## src/rtl/mul4_pkg.sv

```systemverilog
// ---------------------------------------------------------------------------
// mul4_pkg
// Shared definitions for the 4x4 multiplier datapath and its consumers:
//   PROD_W                   width of the multiplier product (8 bits)
//   ST_IDLE/ST_ACCUM/ST_HOLD state encoding of mac_accumulator_4b
//   add_sat_wrap()           accumulator add that either wraps or clamps
// ---------------------------------------------------------------------------
package mul4_pkg;

    localparam int PROD_W = 8;

    // Widest accumulator the shared add function supports.
    localparam int ADD_MAX_W = 64;

    localparam logic [1:0] ST_IDLE  = 2'd0;
    localparam logic [1:0] ST_ACCUM = 2'd1;
    localparam logic [1:0] ST_HOLD  = 2'd2;

    // Adds b to a as w-bit unsigned values (operands must already fit in w bits).
    // Returns {ovf, sum}: ovf is the carry out of the w-bit add, and sum is
    // either the wrapped result or, when sat is set, clamped to 2^w-1.
    function automatic logic [ADD_MAX_W:0] add_sat_wrap(
        input logic [ADD_MAX_W-1:0] a,
        input logic [ADD_MAX_W-1:0] b,
        input int unsigned          w,
        input logic                 sat
    );
        logic [ADD_MAX_W:0]   full;
        logic [ADD_MAX_W:0]   lim;
        logic                 ovf;
        logic [ADD_MAX_W-1:0] res;
        lim  = ({{ADD_MAX_W{1'b0}}, 1'b1} << w) - {{ADD_MAX_W{1'b0}}, 1'b1};
        full = {1'b0, a} + {1'b0, b};
        ovf  = (full > lim);
        if (!ovf) begin
            res = full[ADD_MAX_W-1:0];
        end else if (sat) begin
            res = lim[ADD_MAX_W-1:0];
        end else begin
            res = full[ADD_MAX_W-1:0] & lim[ADD_MAX_W-1:0];
        end
        return {ovf, res};
    endfunction

endpackage

```

## src/rtl/acc_add_sat.sv

```systemverilog
// ---------------------------------------------------------------------------
// acc_add_sat
// ACC_W-bit accumulator adder: sum = acc_in + prod, with carry-out flag.
// Build option:
//   `MAC_SATURATE_EN defined   -> sum clamps to 2^ACC_W-1 on overflow
//   `MAC_SATURATE_EN undefined -> sum wraps modulo 2^ACC_W
// Ports:
//   acc_in [ACC_W-1:0]  current accumulator value
//   prod   [PROD_W-1:0] unsigned product to add
//   sum    [ACC_W-1:0]  wrapped or clamped result
//   ovf                 carry out of the ACC_W-bit add
// ---------------------------------------------------------------------------
module acc_add_sat
    import mul4_pkg::*;
#(
    parameter int ACC_W = 16
) (
    input  logic [ACC_W-1:0]  acc_in,
    input  logic [PROD_W-1:0] prod,
    output logic [ACC_W-1:0]  sum,
    output logic              ovf
);

`ifdef MAC_SATURATE_EN
    localparam logic SAT_EN = 1'b1;
`else
    localparam logic SAT_EN = 1'b0;
`endif

    logic [ADD_MAX_W:0] res;

    always_comb begin
        res = add_sat_wrap(ADD_MAX_W'(acc_in), ADD_MAX_W'(prod),
                           ACC_W, SAT_EN);
        sum = res[ACC_W-1:0];
        ovf = res[ADD_MAX_W];
    end

    // The upper result bits are always zero for an ACC_W-bit add.
    generate
        if (ACC_W < ADD_MAX_W) begin : g_unused_hi
            logic unused_hi;
            assign unused_hi = ^res[ADD_MAX_W-1:ACC_W];
        end
    endgenerate

endmodule

```

## src/rtl/mac_accumulator_4b.sv

```systemverilog
// ---------------------------------------------------------------------------
// mac_accumulator_4b
// Accumulates a frame of 8-bit products into an ACC_W-bit sum and presents one
// result per frame over a valid/ready handshake. A frame closes on in_last or
// once MAX_TERMS products have been accepted, whichever comes first.
// Build option: `MAC_SATURATE_EN (honoured in acc_add_sat) selects a clamping
// accumulator instead of a wrapping one.
// Ports:
//   clk, rst              clock, asynchronous active-high reset
//   in_valid/in_ready     product handshake; prod and in_last qualify a beat
//   out_valid/out_ready   result handshake
//   out_sum [ACC_W-1:0]   frame sum
//   out_count [CNT_W-1:0] products in the frame (1..MAX_TERMS)
//   out_ovf               sum overflowed ACC_W bits at some beat of the frame
// ---------------------------------------------------------------------------
module mac_accumulator_4b
    import mul4_pkg::*;
#(
    parameter  int ACC_W     = 16,
    parameter  int MAX_TERMS = 16,
    localparam int CNT_W     = $clog2(MAX_TERMS + 1)
) (
    input  logic              clk,
    input  logic              rst,
    input  logic              in_valid,
    output logic              in_ready,
    input  logic [PROD_W-1:0] prod,
    input  logic              in_last,
    output logic              out_valid,
    input  logic              out_ready,
    output logic [ACC_W-1:0]  out_sum,
    output logic [CNT_W-1:0]  out_count,
    output logic              out_ovf
);

    localparam logic [CNT_W-1:0] MAX_CNT = CNT_W'(MAX_TERMS);

    logic [1:0]       state_q, state_d;
    logic [ACC_W-1:0] acc_q,   acc_d;
    logic [CNT_W-1:0] cnt_q,   cnt_d;
    logic             ovf_q,   ovf_d;

    logic [ACC_W-1:0] add_sum;
    logic             add_ovf;
    logic             beat;
    logic [CNT_W-1:0] cnt_inc;

    acc_add_sat #(
        .ACC_W (ACC_W)
    ) u_add (
        .acc_in (acc_q),
        .prod   (prod),
        .sum    (add_sum),
        .ovf    (add_ovf)
    );

    assign in_ready = (state_q == ST_IDLE) || (state_q == ST_ACCUM);
    assign beat     = in_valid && in_ready;
    // cnt_q < MAX_TERMS while accumulating, so the increment never overflows CNT_W.
    assign cnt_inc  = cnt_q + CNT_W'(1);

    always_comb begin
        state_d = state_q;
        acc_d   = acc_q;
        cnt_d   = cnt_q;
        ovf_d   = ovf_q;
        case (state_q)
            ST_IDLE: begin
                if (beat) begin
                    acc_d   = ACC_W'(prod);
                    cnt_d   = CNT_W'(1);
                    ovf_d   = 1'b0;
                    state_d = (in_last || (MAX_TERMS == 1)) ? ST_HOLD : ST_ACCUM;
                end
            end
            ST_ACCUM: begin
                if (beat) begin
                    acc_d   = add_sum;
                    cnt_d   = cnt_inc;
                    ovf_d   = ovf_q | add_ovf;
                    // in_last and the count limit coinciding is still one close.
                    state_d = (in_last || (cnt_inc == MAX_CNT)) ? ST_HOLD : ST_ACCUM;
                end
            end
            ST_HOLD: begin
                if (out_ready) begin
                    state_d = ST_IDLE;
                end
            end
            default: begin
                state_d = ST_IDLE;
            end
        endcase
    end

    always_ff @(posedge clk or posedge rst) begin
        if (rst) begin
            state_q <= ST_IDLE;
            acc_q   <= '0;
            cnt_q   <= '0;
            ovf_q   <= 1'b0;
        end else begin
            state_q <= state_d;
            acc_q   <= acc_d;
            cnt_q   <= cnt_d;
            ovf_q   <= ovf_d;
        end
    end

    // Results come straight from the frame registers, masked to zero outside HOLD.
    assign out_valid = (state_q == ST_HOLD);
    assign out_sum   = out_valid ? acc_q : '0;
    assign out_count = out_valid ? cnt_q : '0;
    assign out_ovf   = out_valid & ovf_q;

endmodule

```

## config.mk

```make
export PLATFORM = sky130hd
export DESIGN_NAME = mac_accumulator_4b
export DESIGN_NICKNAME = d
export VERILOG_FILES = /design/src/rtl/mul4_pkg.sv /design/src/rtl/acc_add_sat.sv /design/src/rtl/mac_accumulator_4b.sv
export SDC_FILE = /design/constraint.sdc
export NUM_CORES = 1
export LEC_CHECK = 0
export CORE_MARGIN = 1
export CORE_UTILIZATION = 40
export CTS_BUF_LIST = sky130_fd_sc_hd__clkbuf_8
export DETAILED_ROUTE_END_ITERATION = 12
export HOLD_SLACK_MARGIN = 0.05
export PLACE_DENSITY = 0.77
export SYNTH_ARGS = -nofsm -noshare
export SYNTH_HDL_FRONTEND = slang
export SYNTH_SLANG_ARGS = --single-unit
```

## constraint.sdc

```tcl
create_clock -name clk -period 4.8 [get_ports clk]
set_clock_uncertainty 0.15 [all_clocks]
set_input_delay 0.96 -clock clk [delete_from_list [all_inputs] [get_ports clk]]
set_output_delay 0.96 -clock clk [all_outputs]
set_load 0.02 [all_outputs]
```

==> flow_summary.yaml <==
pwr:
  p_leak_nw: 0.930
  power_density_mw_per_mm2: 331
  clkPwrFrac: 0.174
  seqPwrFrac: 0.384
  switching_share: 0.382
  ir_drop_v: 0.000128
  p_switching_w: 0.000269
  power_frac_comb: 0.442
  intPower_w: 0.000434
floorplan:
  rows: 23
  initial_core_util: 0.416
  fp.dieH_um: 66.5
  die_area_mm2: 0.00443
  coreArea_mm2: 0.00400
  die_width_um: 66.5
  ios: 37
routing:
  routed_wl_um: 3540
  vias_per_cell: 5.30
  drc_errors: 2
  drt_first_pass_iters: 8
  wl_per_cell_um: 12.7
  drt_iter0_drc: 94
  drtAntennaViolNets: 0
  num_vias: 1478
cts:
  cts_htree_levels: 1
  numCtsBuffers: 3
  clock_sinks: 24
  root_buffer: "clkbuf_8"
  cts_setup_buffers: 0
  cts.clk_slew.worst_paths_ns: 0.08
  cts_buffer_depth: 2
  cts_hold_buffers: 0
  clock_latency_ns: 0.27
  postCtsResizedCells: 0
  cts_tree: "yes"
grt:
  grt_usage: 0.177
  overflow: 0
  antenna_found_initial: 0
  grt_max_degree: 31
  grt_pass1_vias: 1331
  grt_pass1_wl_um: 6010
layout:
  regArea_um2: 601
  final_common_cell: "clkdlybuf4s50_1"
  fill_cells: 395
  num_antenna_cells: 0
  drive_above_1_share: 0.0393
  multiInputGateArea_mm2: 0.00103
  layout_common_cells: "clkdlybuf4s50_1, nand2_1, dfrtp_1"
  syn2layout_area_growth_pct: 27.4
  finalNetCount: 254
critical_path:
  critPathLaunchType: "flip-flop"
  critPathCaptureType: "primary output"
  critPathArrivalTime_ns: 2.44
  critPathKind: "reg -> out"
  critPathRequiredTime_ns: 3.69
  cp_max_fo: 30
sta:
  fmax_mhz: 282
  tightest_slew_ns: 0.985
  rsz0062_at_grt: "no"
  hold_violations: 0
  holdWs_ns: 0.319
  fin_tns_setup_ns: 0
  slew_viol_final: 0
  relSlewSlack: 0.343
  period_share: 0.739
  finalCriticalPeriod_ns: 3.55
  setup_violations: 0
yosys:
  seq_area_frac_synth: 0.361
  syn_area_mm2: 0.00167
  synth_area_per_cell_um2: 8.54
  yosysWarnings: 0
  synthesis.nets: 218
  syn_inst: 195
  ys_types: 39
  ys_ff_latch: 24
placed_design:
  place.gp.congestion: 0.793
  dp_hpwl_um: 2470
  io_buffers: 36
status:
  violations: "design-rule violations"
  outcome: "finished, violations left"
job:
  maxCapViolations: 0
hold_path:
  hold_class: "reg -> reg"
-- critical path, stage by stage (launching register included) --
cell and delay (ns):
dfrtp_1 0.36, buf_4 0.23, nor2_1 0.55, buf_4 0.29, and2_1 0.13, clkdlybuf4s50_1 0.60
-- power by group through the flow --
stage | clock (W) | sequential (W) | combinational [W]
5_1_grt | 0.000130 | 0.000278 | 0.000353
6_report | 0.000122 | 0.000270 | 0.000311
2_1_floorplan | 0 | 0.000265 | 0.000234
3_5_place_dp | 0 | 0.000274 | 0.000310
4_1_cts | 0.000125 | 0.000271 | 0.000313
3_3_place_gp | 0 | 0.000273 | 0.000303
-- worst paths after layout --
path / startpoint / endpoint / slack [ns] / cells past startpoint
max: state_q[0] / out_sum[11] / 1.25 / 5
min: state_q[1] / state_q[0] / 0.32 / 1
max reg2reg: acc_q[1] / acc_q[15] / 2.42 / 7
min reg2reg: state_q[1] / state_q[0] / 0.32 / 1
max in group asynchronous: rst / cnt_q[0] / 2.84 / 2
min in group asynchronous: rst / state_q[0] / 1.07 / 2
-- per-layer routing --
layer / up-vias / part of all wire / track usage
met5: - / 0 / 0
met4: 0 / 0.0093 / 0.0559
met3: 3 / 0.037 / 0.0171
met2: 38 / 0.45 / 0.284
met1: 674 / 0.51 / 0.248
li1: 763 / - / -
-- cell usage after synthesis --
cell type / count / share of area
a22o_1: 1 / 0.0053
a21oi_1: 13 / 0.039
a31o_1: 2 / 0.011
nand3_1: 12 / 0.036
inv_1: 1 / 0.0023
fa_1: 1 / 0.012
xnor2_1: 5 / 0.026
dfrtp_1: 24 / 0.36
clkbuf_1: 7 / 0.016
buf_1: 1 / 0.0023
nand2b_1: 1 / 0.0038
or3_4: 1 / 0.0068
o21ai_1: 12 / 0.036
nor3_1: 2 / 0.0060
xor2_1: 1 / 0.0053
a211oi_1: 3 / 0.014
o21a_1: 1 / 0.0045
nor2_1: 10 / 0.023
o21bai_1: 1 / 0.0045
nand4b_1: 1 / 0.0053
o32ai_1: 1 / 0.0053
a41oi_1: 1 / 0.0053
a31oi_1: 2 / 0.0075
and2_1: 22 / 0.083
nand3b_1: 1 / 0.0045
mux2i_1: 8 / 0.048
inv_2: 1 / 0.0023
or4b_1: 1 / 0.0060
o211ai_2: 1 / 0.0075
nor2b_1: 2 / 0.0075
a21o_1: 5 / 0.023
ha_1: 9 / 0.068
o31ai_1: 1 / 0.0045
nand2_1: 28 / 0.063
o211ai_1: 1 / 0.0045
and4_1: 1 / 0.0053
or3_1: 2 / 0.0075
and3_1: 4 / 0.015
nand4_1: 4 / 0.015
-- registers in the layout, indices dropped and copies added (netlist names) --
register / cells
acc_q: 16
ovf_q: 1
state_q: 2
cnt_q: 5
-- kinds of logic after synthesis --
| kind of cell | after synthesis | synth area share |
|---|---|---|
| AND/OR/NAND/NOR | 92 | 0.287 |
| AO/OA/AOI/OAI | 45 | 0.171 |
| flip-flops | 24 | 0.361 |
| buffers and inverters | 10 | 0.0225 |
| adder cells (fa/ha/maj) | 10 | 0.0796 |
| multiplexers | 8 | 0.0481 |
| XOR/XNOR | 6 | 0.0316 |
-- layout make-up --
type | instances | share of cell area
Multi-Input combinational cell | 161 | 0.484
Sequential cell | 24 | 0.283
Timing Repair Buffer | 39 | 0.180
Tap cell | 50 | 0.0295
Clock buffer | 3 | 0.0195
Inverter | 2 | 0.00354
-- through the flow --
stage                     power (W)  cell area (um2)   util  worst slack, ns  instances
after floorplan            0.000499             1670      -             1.97        195
after global placement     0.000576             2080  0.520             1.42        276
after detailed placement   0.000584             2080  0.520             1.37        276
after CTS                  0.000709             2120  0.530             1.19        279
after global routing       0.000760             2120  0.530             1.08        279
final                      0.000703             2120  0.530             1.25        279
Note: power is estimated with default switching activity, not from simulation.
